==> config.mk <==
export PLATFORM = sky130hd
export DESIGN_NAME = gmii_rx_tag
export DESIGN_NICKNAME = d
export VERILOG_FILES = /design/src/rtl/gmii_rx_tag_pkg.sv /design/src/rtl/gmii_rx_tag.sv
export SDC_FILE = /design/constraint.sdc
export NUM_CORES = 1
export LEC_CHECK = 0
export ABC_AREA = 1
export BUFFER_PORTS_ARGS = -buffer_cell sky130_fd_sc_hd__buf_2
export CORE_MARGIN = 4
export CORE_UTILIZATION = 40
export DETAILED_ROUTE_END_ITERATION = 16
export PLACE_DENSITY = 0.59
export SLEW_MARGIN = 20
export SYNTH_ARGS = -nofsm -noshare
export SYNTH_HDL_FRONTEND = slang
export SYNTH_SLANG_ARGS = --single-unit
==> constraint.sdc <==
create_clock -name i_clk -period 2.75 [get_ports i_clk]
set_input_delay 0.1375 -clock i_clk [delete_from_list [all_inputs] [get_ports i_clk]]
set_output_delay 0.1375 -clock i_clk [all_outputs]
set_load 0.05 [all_outputs]
==> src/rtl/gmii_rx_tag_pkg.sv <==
// -----------------------------------------------------------------------------
// gmii_rx_tag_pkg
// Shared definitions for the GMII receive tagger: FSM state encoding, the
// preamble / start-of-frame-delimiter byte values, the default frame length
// limit and a saturating counter helper.
// -----------------------------------------------------------------------------
package gmii_rx_tag_pkg;

    typedef enum logic [1:0] {
        ST_IDLE     = 2'd0,
        ST_PREAMBLE = 2'd1,
        ST_DATA     = 2'd2,
        ST_DISCARD  = 2'd3
    } rx_state_e;

    localparam logic [7:0] PREAMBLE_BYTE   = 8'h55;
    localparam logic [7:0] SFD_BYTE        = 8'hD5;
    localparam int         MAX_LEN_DEFAULT = 1522;
    localparam int         BYTE_CNT_W      = 11;

    function automatic logic [15:0] sat_inc16(input logic [15:0] v);
        return (v == 16'hFFFF) ? v : v + 16'd1;
    endfunction

endpackage

==> src/rtl/gmii_rx_tag.sv <==
// -----------------------------------------------------------------------------
// gmii_rx_tag
// Strips preamble/SFD from a GMII receive stream and forwards the frame bytes
// to the byte-to-134-bit splice stage, marking the first and last byte of
// each delivered frame with a boundary flag. Each byte is held for one GMII
// cycle so the tail can be tagged once rx_dv falls. Truncated, oversize and
// malformed frames are counted.
//
// Ports
//   i_clk          125 MHz GMII receive clock
//   i_rst_n        asynchronous active-low reset
//   i_gmii_rx_dv   GMII receive data valid
//   i_gmii_rx_er   GMII receive error
//   iv_gmii_rxd    GMII receive byte
//   o_data_wr      write strobe, one per forwarded byte
//   ov_data        [8] boundary flag, [7:0] data byte (zero when no write)
//   ov_frame_cnt   frames delivered with a tagged tail (saturating)
//   ov_err_cnt     frames truncated or dropped (saturating)
//   ov_rx_state    current FSM state (debug)
//
// State      | meaning
// -----------+---------------------------------------------------------------
// IDLE       | waiting for rx_dv with a preamble or SFD byte
// PREAMBLE   | inside the 0x55 preamble run, waiting for the SFD
// DATA       | frame bytes flow through the one-byte hold register
// DISCARD    | bad/aborted frame, ignore bytes until rx_dv drops
// -----------------------------------------------------------------------------
module gmii_rx_tag
    import gmii_rx_tag_pkg::*;
#(
    parameter int MAX_LEN = MAX_LEN_DEFAULT
) (
    input  logic        i_clk,
    input  logic        i_rst_n,
    input  logic        i_gmii_rx_dv,
    input  logic        i_gmii_rx_er,
    input  logic [7:0]  iv_gmii_rxd,
    output logic        o_data_wr,
    output logic [8:0]  ov_data,
    output logic [15:0] ov_frame_cnt,
    output logic [15:0] ov_err_cnt,
    output logic [1:0]  ov_rx_state
);

    localparam logic [BYTE_CNT_W-1:0] MAX_LEN_C = MAX_LEN[BYTE_CNT_W-1:0];

    rx_state_e             state_q, state_d;
    logic [7:0]            hold_q, hold_d;
    logic                  hold_vld_q, hold_vld_d;
    logic                  head_done_q, head_done_d;
    logic [BYTE_CNT_W-1:0] byte_cnt_q, byte_cnt_d;
    logic                  wr_q, wr_d;
    logic [8:0]            data_q, data_d;
    logic [15:0]           frame_cnt_q, frame_cnt_d;
    logic [15:0]           err_cnt_q, err_cnt_d;

    always_ff @(posedge i_clk or negedge i_rst_n) begin
        if (!i_rst_n) begin
            state_q     <= ST_IDLE;
            hold_q      <= 8'h00;
            hold_vld_q  <= 1'b0;
            head_done_q <= 1'b0;
            byte_cnt_q  <= '0;
            wr_q        <= 1'b0;
            data_q      <= 9'h000;
            frame_cnt_q <= 16'h0000;
            err_cnt_q   <= 16'h0000;
        end else begin
            state_q     <= state_d;
            hold_q      <= hold_d;
            hold_vld_q  <= hold_vld_d;
            head_done_q <= head_done_d;
            byte_cnt_q  <= byte_cnt_d;
            wr_q        <= wr_d;
            data_q      <= data_d;
            frame_cnt_q <= frame_cnt_d;
            err_cnt_q   <= err_cnt_d;
        end
    end

    always_comb begin
        state_d     = state_q;
        hold_d      = hold_q;
        hold_vld_d  = hold_vld_q;
        head_done_d = head_done_q;
        byte_cnt_d  = byte_cnt_q;
        wr_d        = 1'b0;
        data_d      = 9'h000;
        frame_cnt_d = frame_cnt_q;
        err_cnt_d   = err_cnt_q;

        case (state_q)
            // IDLE and PREAMBLE react identically to a valid byte; only
            // rx_dv low differs (PREAMBLE falls back to IDLE silently).
            ST_IDLE, ST_PREAMBLE: begin
                if (!i_gmii_rx_dv) begin
                    state_d = ST_IDLE;
                end else if (i_gmii_rx_er) begin
                    state_d   = ST_DISCARD;
                    err_cnt_d = sat_inc16(err_cnt_q);
                end else if (iv_gmii_rxd == PREAMBLE_BYTE) begin
                    state_d = ST_PREAMBLE;
                end else if (iv_gmii_rxd == SFD_BYTE) begin
                    state_d     = ST_DATA;
                    hold_vld_d  = 1'b0;
                    head_done_d = 1'b0;
                    byte_cnt_d  = '0;
                end else begin
                    state_d   = ST_DISCARD;
                    err_cnt_d = sat_inc16(err_cnt_q);
                end
            end

            ST_DATA: begin
                if (!i_gmii_rx_dv) begin
                    // A tail is only legal once a distinct head went out,
                    // i.e. the frame carried at least two bytes.
                    state_d    = ST_IDLE;
                    hold_vld_d = 1'b0;
                    if (hold_vld_q && head_done_q) begin
                        wr_d        = 1'b1;
                        data_d      = {1'b1, hold_q};
                        frame_cnt_d = sat_inc16(frame_cnt_q);
                    end else begin
                        err_cnt_d = sat_inc16(err_cnt_q);
                    end
                end else if (i_gmii_rx_er) begin
                    // Close the frame downstream if it was already opened,
                    // otherwise nothing has left yet and the byte is dropped.
                    state_d    = ST_DISCARD;
                    hold_vld_d = 1'b0;
                    err_cnt_d  = sat_inc16(err_cnt_q);
                    if (hold_vld_q && head_done_q) begin
                        wr_d   = 1'b1;
                        data_d = {1'b1, hold_q};
                    end
                end else if (byte_cnt_q == MAX_LEN_C) begin
                    // Limit reached and yet another byte: truncate here.
                    state_d    = ST_DISCARD;
                    hold_vld_d = 1'b0;
                    err_cnt_d  = sat_inc16(err_cnt_q);
                    wr_d       = hold_vld_q;
                    data_d     = hold_vld_q ? {1'b1, hold_q} : 9'h000;
                end else begin
                    if (hold_vld_q) begin
                        wr_d        = 1'b1;
                        data_d      = {~head_done_q, hold_q};
                        head_done_d = 1'b1;
                    end
                    hold_d     = iv_gmii_rxd;
                    hold_vld_d = 1'b1;
                    byte_cnt_d = byte_cnt_q + {{(BYTE_CNT_W-1){1'b0}}, 1'b1};
                end
            end

            ST_DISCARD: begin
                if (!i_gmii_rx_dv) begin
                    state_d = ST_IDLE;
                end
            end

            default: begin
                state_d = ST_IDLE;
            end
        endcase
    end

    assign o_data_wr    = wr_q;
    assign ov_data      = data_q;
    assign ov_frame_cnt = frame_cnt_q;
    assign ov_err_cnt   = err_cnt_q;
    assign ov_rx_state  = state_q;

endmodule

==> results.md, run 1 <==
- Most frequent cells in the layout: 141 x nand2_1, 65 x dfrtp_1, 55 x buf_2
- Fmax: 500 MHz
- Worst setup EP type: register
- Die height: 102 µm
- Final WS setup: between 0.7 and 0.8 ns
- EDFF count, synth: 0
- HPWL after DPL: between 5000 and 6000 µm
- Post-place setup slack: around 0.76 ns
- CTS root buf: clkbuf_8
- Drt first pass iters: 4
- Worst setup SP type: register
- # diodes: 0
- Routed length per instance: 12.7 µm
- # H-tree levels: 3
- Most common cell after layout, fill and taps aside: nand2_1
- Initial core utilization: about two fifths
- Min-Delay Path Class: in2reg
- CTS buffer count: 9
- Maximum vdd ir drop: 270 µV
- Leakage Power: 2.16 nW
- Yosys reg bits: 65
- Clk slew on worst S/H paths: roughly 0.080 ns
- Vias: 3062
- Core ar.: 0.00838 mm²
- Post-synth top flop: dfrtp_1
- Final Cycle Share: 72.7%
- Worst-Margin Slew: ~0.78 ns
- DIE WIDTH: 102 µm
- WP data arrival: roughly 2.2 ns
- Pwr Density: roughly 700 mW/mm²
- Hold Fails Final Rpt: 0
- Post-Syn Nets: 466
- Final Setup Violations: 0
- Number of DRC markers in iteration 0: 99
- Largest net degree at the start of global routing: 35
- CTS tree: yes
- Cts hold-fix bufs: 3
- Post-synthesis sequential area ratio: 46.5%
- Die Area: 0.0103 mm²
- First-pass GRT wire length: 13600 µm
- Clk_skew: ~0.013 ns
- Fin Setup TNS: 0 ns
- Async SR Flop Fraction: 100%
- Worst-path fanout max: 17
- WP data required: between 2 and 3 ns
- Area growth from synthesis to layout: 18.3%
- YS warnings: 0
- DRC errors left: 0
- Antenna Violating Nets Remaining: 0
- Final #Nets: 528
- Max_cap viols: 0
- Synthesized area: 0.00350 mm²
- Share of layout cells above drive strength 1: roughly 18%
- Total global routing track utilization: 16.7%
- Vias per Instance: 4.92
- Std cell rows: 33
- PortBufs: 55
- Status: finished, final reports clean
- Clock tree buffer depth: 2
- # IOs: 56
- Relative slew slack: roughly half
- WL final: 7890 µm
- Setup Buffers After CTS: 0
- Gpl congestion: 0.907
- Fin. max-slew vios: 0
- Mapped Cells: 450
- Worst-Skew Late Latency: 0.35 ns
- Vias in the first global route: 2911
- Crit Path Category: reg2reg
- RSZ-0062 raised after global routing: false
- Initial antenna violation count: 0
- Synth cell types: 33
- Post-cts resize count: 0
- Syn Area/Cell: about 7.8 µm²
- Clk sink count: 65
- Total gr overflow: 0
- Crit path time final: around 2.0 ns
flip-flops by register name (all words and copies together) (netlist names):
register      count
ov_err_cnt       16
ov_frame_cnt     16
byte_cnt_q       11
ov_data           9
hold_q            8
ov_rx_state       2
head_done_q       1
hold_vld_q        1
o_data_wr         1
cells in the mapped netlist, types with 4 or more instances:
| library cell | count | area share, % |
|---|---|---|
| nor2_1 | 33 | 3.5 |
| xor2_1 | 14 | 3.5 |
| nand3_2 | 4 | 1.1 |
| nand3_1 | 46 | 6.6 |
| nand2_1 | 141 | 15 |
| dfrtp_1 | 65 | 46 |
| nor3_1 | 14 | 2.0 |
| xnor2_1 | 5 | 1.3 |
| o21ai_0 | 26 | 3.7 |
| ha_1 | 4 | 1.4 |
| nand4_1 | 11 | 2.0 |
| inv_1 | 54 | 5.8 |
worst max-delay path: stages, from the launching register on:
cell	delay, ns
dfrtp_1	0.46
ha_1	0.25
nand3_1	0.17
nor2_1	0.10
nand3_1	0.08
nand2_1	0.08
nor2_4	0.35
nand2_4	0.21
nand2_1	0.11
nand2_1	0.05
worst paths after layout:
| check | from | endpoint | slack (ns) | cells after the start |
|---|---|---|---|---|
| setup / recovery | ov_err_cnt[0] | ov_err_cnt[10] | 0.75 | 9 |
| hold / removal | iv_gmii_rxd[4] | hold_q[4] | 0.01 | 3 |
| setup reg to reg | ov_err_cnt[0] | ov_err_cnt[10] | 0.75 | 9 |
| hold reg to reg | hold_q[0] | ov_data[0] | 0.49 | 2 |
| max in group asynchronous | i_rst_n | byte_cnt_q[1] | 1.71 | 3 |
| min in group asynchronous | i_rst_n | ov_frame_cnt[5] | 0.39 | 2 |
routing by layer:
layer / track usage (%) / up-vias / wire (µm)
li1: - / 1557 / -
met1: 22.8 / 1430 / 3840
met2: 26.1 / 62 / 3580
met3: 2.75 / 13 / 303
met4: 7.67 / 0 / 164
met5: 0 / - / 0
area by class of cell:
type | instances | area [µm²]
tap | 105 | 131
fill | 827 | 4240
clock buffer | 9 | 124
multi-input combinational | 319 | 1590
sequential | 65 | 1630
timing repair buffer | 59 | 325
inverter | 58 | 220
clock inverter | 7 | 125
power by group:
part	total, mW	switching, mW	internal, mW
registers	1.22	0.133	1.08
logic	0.641	0.459	0.183
clock network	1.03	0.420	0.612
cells by family after synthesis:
logic type / after synthesis / share of synthesized area (%)
simple gates: 262 / 34.0
buf+inv: 66 / 8.11
fa+ha+maj: 4 / 1.43
flops: 65 / 46.5
compound gates: 34 / 5.25
xor+xnor: 19 / 4.75
through the flow:
stage | instances | instance area [µm²] | util, % | power (mW) | hold WS, ns
final | 622 | 4140 | 49.4 | 2.89 | 0.0147
after global routing | 622 | 4140 | 49.4 | 3.05 | 0.0322
after CTS | 622 | 4140 | 49.4 | 2.92 | 0.00233
after detailed placement | 603 | 3860 | 46.1 | 1.88 | 0.274
after global placement | 603 | 3860 | 46.1 | 1.87 | 0.264
after floorplan | 450 | 3500 | - | 1.70 | -0.158
Power figures use the tool's default switching activity.
==> run 2: changes to the inputs <==
--- a/config.mk
+++ b/config.mk
@@ -10,7 +10,7 @@
 export CORE_MARGIN = 4
 export CORE_UTILIZATION = 40
 export DETAILED_ROUTE_END_ITERATION = 16
-export PLACE_DENSITY = 0.59
+export PLACE_DENSITY = 0.61
 export SLEW_MARGIN = 20
 export SYNTH_ARGS = -nofsm -noshare
 export SYNTH_HDL_FRONTEND = slang
==> constraint.sdc (replaced) <==
create_clock -name i_clk -period 1.8 [get_ports i_clk]
set_input_delay 0.09 -clock i_clk [delete_from_list [all_inputs] [get_ports i_clk]]
set_output_delay 0.09 -clock i_clk [all_outputs]
set_load 0.05 [all_outputs]
==> results.md, run 2 (synthesis gave the netlist of run 1 again) <==
- Register area: 0.00164 mm²
- DRC errors left: 0
- Worst-Margin Slew: 0.452 ns
- Initial core utilization: between 40% and 50%
- Final #Nets: 547
- Worst hold slack: 0.0193 ns
- # diodes: 0
- Worst-Skew Late Latency: 0.34 ns
- # H-tree levels: 3
- Fill count: between 800 and 900
- Crit path time final: roughly 1.7 ns
- Clk sink count: 65
- Final Cycle Share: 93.4%
- DIE WIDTH: about 100 µm
- Area of the multi-input gates: 0.00163 mm²
- WP data arrival: about 1.9 ns
- Clk slew on worst S/H paths: approximately 0.080 ns
- Sequence of cells on the critical path: ha_4, nand3_2, nor2_4, nand2_1, nor2_2, nand2_2, nand2_4, buf_12, nor2_1, nand2_1, nand2_1
- Initial antenna violation count: 0
- Share of layout cells above drive strength 1: between 20% and 30%
- Relative slew slack: ~70%
- Gpl congestion: between 0.8 and 0.9
- Final instance area: 0.00433 mm²
- Worst path bufs/invs: 1
- Total global routing track utilization: 16.5%
- Antenna Violating Nets Remaining: 0
- Status: finished, final reports clean
- WL final: 7950 µm
- WP data required: approximately 2 ns
- CTS root buf: clkbuf_8
- GR Util met1: 21.5%
- Vias per Instance: 4.79
- Cell repeated most along the worst path: nand2_1
- CTS tree: yes
- First-pass GRT wire length: approximately 14000 µm
- GR peak layer: met2
- Area growth from synthesis to layout: 23.7%
- Worst-path fanout max: 13
- Std cell rows: 33
- Slowest CP cell: dfrtp_2
- Number of DRC markers in iteration 0: 66
- Clk_skew: 0.00859 ns
- Vias in the first global route: about 3000
- Crit Path Category: reg2reg
- Final Setup Violations: 0
- Fmax: 595 MHz
- Clock tree buffer depth: 2
- Pwr Density: 1010 mW/mm²
- Crit path max-delay family: simple AND/OR/NAND/NOR gates
- Hold Fails Final Rpt: 0
- Die Area: around 0.010 mm²
- CTS buffer count: 9
- Leakage Power: 2.22 nW
- Maximum vdd ir drop: 389 µV
- # IOs: 56
- Core ar.: 0.00838 mm²
- Total gr overflow: 0
- Drt first pass iters: 4
- Fin. max-slew vios: 0
- Worst setup SP type: register
- Slowest cell delay on critical path: 0.39 ns
- Met2 usage: approximately 28%
- Total power: approximately 4.4 mW
- Post-DP Area: around 0.004 mm²
- Largest net degree at the start of global routing: 66
- Met3 Track Usage GR: 3.03%
- PortBufs: 55
- Min-Delay Path Class: in2reg
- Vias: 3072
- Most common cell after layout, fill and taps aside: nand2_1
- Die height: ~100 µm
- Most frequent cells in the layout: 140 x nand2_1, 55 x buf_2, 54 x inv_1
- HPWL after DPL: around 5600 µm
- Max_cap viols: 0
- Worst setup EP type: register
- Routed length per instance: 12.4 µm
## run 2: report_power, final
part | leakage [nW] | switching, mW | internal [mW]
registers | 0.847 | 0.202 | 1.66
clock network | 0.107 | 0.642 | 0.795
logic | 1.27 | 0.736 | 0.343
total | 2.22 | 1.58 | 2.80
## run 2: final cells by class
type,count,area share (%)
clock inverter,7,2.34
clock buffer,9,2.86
inverter,58,5.08
timing repair buffer,78,11.2
multi-input combinational,319,37.5
sequential,65,37.9
tap,105,3.03
## run 2: path summary, 6_finish.rpt
| kind | start | endpoint | slack (ns) | depth (start not counted) |
|---|---|---|---|---|
| min in group asynchronous | i_rst_n | ov_frame_cnt[6] | 0.29 | 3 |
| min reg2reg | hold_q[6] | ov_data[6] | 0.49 | 2 |
| min | iv_gmii_rxd[6] | hold_q[6] | 0.02 | 3 |
| max | ov_frame_cnt[0] | ov_frame_cnt[7] | 0.12 | 11 |
| max in group asynchronous | i_rst_n | ov_err_cnt[1] | 1.20 | 3 |
| max reg2reg | ov_frame_cnt[0] | ov_frame_cnt[7] | 0.12 | 11 |
## run 2: stage by stage
step                      setup slack (ns)  cells  setup TNS (ns)  util, %
after floorplan                     0.0188    450               0        -
after global placement              0.0953    614               0     47.5
after detailed placement            0.0572    614               0     47.5
after CTS                           0.0326    634               0     50.7
after global routing               -0.0192    641         -0.0489     51.7
final                                0.120    641               0     51.7
## run 2: routing by layer
| metal | up-vias | part of all wire [%] | wire [µm] |
|---|---|---|---|
| met3 | 5 | 4.1 | 324 |
| li1 | 1592 | - | - |
| met4 | 0 | 0.89 | 71 |
| met1 | 1420 | 49 | 3860 |
| met5 | - | 0 | 0 |
| met2 | 55 | 46 | 3700 |
## run 2: tightest hold or removal path: stages
cell     delay [ns]
buf_2          0.11
nand2_1        0.06
o21ai_0        0.06
## run 2: repair_timing
item                                   CTS  global route
gates resized for setup                  0             5
endpoints found under the hold margin   68             0
buffers inserted                         0             7
hold buffers                             4             0
setup endpoints to repair                0            32
==> run 3: changes to the inputs <==
--- a/config.mk
+++ b/config.mk
@@ -5,12 +5,13 @@
 export SDC_FILE = /design/constraint.sdc
 export NUM_CORES = 1
 export LEC_CHECK = 0
-export ABC_AREA = 1
+export ABC_AREA = 0
 export BUFFER_PORTS_ARGS = -buffer_cell sky130_fd_sc_hd__buf_2
 export CORE_MARGIN = 4
 export CORE_UTILIZATION = 40
 export DETAILED_ROUTE_END_ITERATION = 16
-export PLACE_DENSITY = 0.61
+export MAX_ROUTING_LAYER = met4
+export PLACE_DENSITY = 0.62
 export SLEW_MARGIN = 20
 export SYNTH_ARGS = -nofsm -noshare
 export SYNTH_HDL_FRONTEND = slang
==> results.md, run 3 <==
- # diodes: 0
- Gate power share: 26.3%
- Adder-cell share of the synthesized area: 1.64%
- Top-area cell type share of the netlist area: 53.1%
- CTS buffer count: 9
- DRC errors left: 0
- Pwr Density: ~980 mW/mm²
- Largest family of logic cells by synthesized area: simple AND/OR/NAND/NOR gates
- Core ar.: 0.00733 mm²
- Hold Fails Final Rpt: 0
- Area leader, netlist: dfrtp_1
- Clock tree buffer depth: 2
- Routed length per instance: 13.5 µm
- Violated checks: setup timing
- Most frequent cell after synthesis: dfrtp_1
- NetSw: 1.40 mW
- Crit path time final: 1.84 ns
- Area growth from synthesis to layout: 33.6%
- Leakage Power: 1.99 nW
- Largest net degree at the start of global routing: 66
- Worst-Skew Late Latency: 0.34 ns
- Post-DP Area: 0.00371 mm²
- Fraction of the mapped netlist area in simple logic gates: 27.0%
- Max_cap viols: 0
- Async SR Flop Fraction: 100%
- Worst hold slack: about 0.016 ns
- Relative slew slack: 71.7%
- Mapped Cells: 293
- Final Cycle Share: 102%
- WL final: ~6700 µm
- Worst path bufs/invs: 2
- Antenna Violating Nets Remaining: 0
- Reg power frac: 46.1%
- Die height: 95.5 µm
- Worst-Margin Slew: 0.420 ns
- Worst-path fanout max: 7
- # H-tree levels: 3
- Die Area: 0.00911 mm²
- Final Util: a little under three fifths
- Crit Path Category: reg2reg
- Top cells by area, synth: dfrtp_1 53%, nand2_1 5.6%, xnor2_1 5.2%, xor2_1 2.9%, o21ai_0 2.8%
- Gpl congestion: 0.820
- Syn Area/Cell: ~10 µm²
- Vias: 2524
- Yosys reg bits: 65
- RSZ-0062 raised after global routing: true
- Most common cell after layout, fill and taps aside: buf_2
- Slowest CP cell: dfrtp_1
- Area of the multi-input gates: 0.00149 mm²
- Sequence of cells on the critical path: inv_2, ha_4, nor4b_4, nand4_2, a211oi_4, buf_6, nand4_1, xnor2_1
- Synth top cells by count: 65 x dfrtp_1, 46 x nand2_1, 18 x nor2_1, 18 x xnor2_1, 17 x o21ai_0
- Initial antenna violation count: 0
- Vias per Instance: 5.07
- XOR/XNOR Fraction of Synth Area: 8.01%
- Int Pwr: 2.61 mW
- Worst setup EP type: register
- YS warnings: 0
- Total gr overflow: 0
- Number of DRC markers in iteration 0: 118
- Fill count: 647
- Final instance area: 0.00409 mm²
- # IOs: 56
- Synthesized area: between 0.003 and 0.004 mm²
- Worst setup SP type: register
- Mux cell area share after synthesis: between 1 and 1.5%
- Fin. max-slew vios: 0
- DIE WIDTH: 95.5 µm
- Fin Setup TNS: -0.249 ns
- Sw Ratio: 34.9%
- Share of layout cells above drive strength 1: 37.1%
- PortBufs: 55
- Clk slew on worst S/H paths: about 0.07 ns
- Crit path max-delay family: simple AND/OR/NAND/NOR gates
- Final #Nets: 410
- HPWL after DPL: around 4800 µm
- Drt first pass iters: 4
- WP data arrival: 2.06 ns
- Post-Syn Nets: approximately 310
- Register area: 0.00164 mm²
- Min-Delay Path Class: in2reg
- Post-synthesis compound-gate area fraction: 6.70%
- Vias in the first global route: 2432
- Post-place setup slack: -0.0719 ns
- Clock power share: 27.5%
- First-pass GRT wire length: 11500 µm
- Initial core utilization: 41.7%
- Status: finished with violations
- WP data required: between 2 and 2.5 ns
- Total global routing track utilization: 16.6%
- Synth cell types: 45
- Final Setup Violations: 10
- Final WS setup: -0.0424 ns
- Std cell rows: 31
- Total power: 4.01 mW
- Slowest cell delay on critical path: 0.39 ns
- EDFF count, synth: 0
- CTS tree: yes
- Placed cells: 468
- Maximum vdd ir drop: 423 µV
- CTS root buf: clkbuf_8
- Post-synthesis sequential area ratio: 53.1%
- Most frequent cells in the layout: 55 x buf_2, 54 x dfrtp_1, 45 x nand2_1
- Clk_skew: 0.0133 ns
- Clk sink count: 65
- Non-Filler Instances: 498
- Post-synth top flop: dfrtp_1
- Fmax: 543 MHz
==> run 3: cell types whose count changed after synthesis, moves of 11 or more <==
cell,previous run,this run
nand2_1,141,46
and2_1,0,11
xnor2_1,5,18
nand3_1,46,14
nor2_1,33,18
inv_1,54,7
==> run 3: routing by layer <==
layer  GRT usage (%)  vias up  share of wire, %
li1                -     1217                 -
met1            21.6     1247                48
met3            3.47        7               4.3
met2            25.4       53                47
met4            6.75        0               1.2
met5               -        -                 0
==> run 3: timing repair <==
| action | 4_1_cts | 5_1_grt |
|---|---|---|
| resized for setup | 3 | 21 |
| pin swaps | 1 | 14 |
| endpoints found under the hold margin | 72 | 0 |
| hold buffers | 8 | 0 |
| setup endpoints to repair | 19 | 47 |
| buffers inserted | 0 | 6 |
==> run 3: worst register-to-register path, stage by stage, from the launching register on <==
cell and delay, ns:
dfrtp_1 0.39, inv_2 0.07, ha_4 0.11, nor4b_4 0.20
nand4_2 0.17, a211oi_4 0.36, buf_6 0.17, nand4_1 0.11
xnor2_1 0.15
==> run 3: final timing paths <==
check                               start              end  slack, ns  cells past startpoint
max reg2reg                 byte_cnt_q[0]    ov_err_cnt[9]      -0.04                      8
min in group asynchronous         i_rst_n  ov_frame_cnt[8]       0.27                      3
min                        iv_gmii_rxd[7]        hold_q[7]       0.02                      3
max                         byte_cnt_q[0]    ov_err_cnt[9]      -0.04                      8
max in group asynchronous         i_rst_n  ov_frame_cnt[1]       1.19                      3
min reg2reg                     hold_q[7]        hold_q[7]       0.47                      2
==> run 3: cell families (layout without fill, tap and decap cells) <==
| family | count (synthesis) | after routing |
|---|---|---|
| xor+xnor | 28 | 28 |
| compound gates | 32 | 32 |
| mux | 4 | 4 |
| fa+ha+maj | 4 | 4 |
| flops | 65 | 65 |
| buf+inv | 12 | 118 |
| simple gates | 148 | 148 |
==> run 3: layout make-up <==
class | instances | area share [%]
repair buffers | 95 | 15.5
multi-input cells | 216 | 36.4
well taps | 99 | 3.03
inverters | 7 | 0.643
flip-flops and latches | 65 | 40.1
clock buffers | 13 | 3.89
clock inverters | 3 | 0.429
==> run 3: power by group through the flow <==
stage | combinational (mW) | sequential [mW] | clock, mW
after detailed placement | 1.00 | 1.87 | 0
after global placement | 0.987 | 1.86 | 0
after global routing | 1.15 | 1.88 | 1.21
final | 1.06 | 1.85 | 1.11
after CTS | 1.04 | 1.84 | 1.14
after floorplan | 0.324 | 2.21 | 0
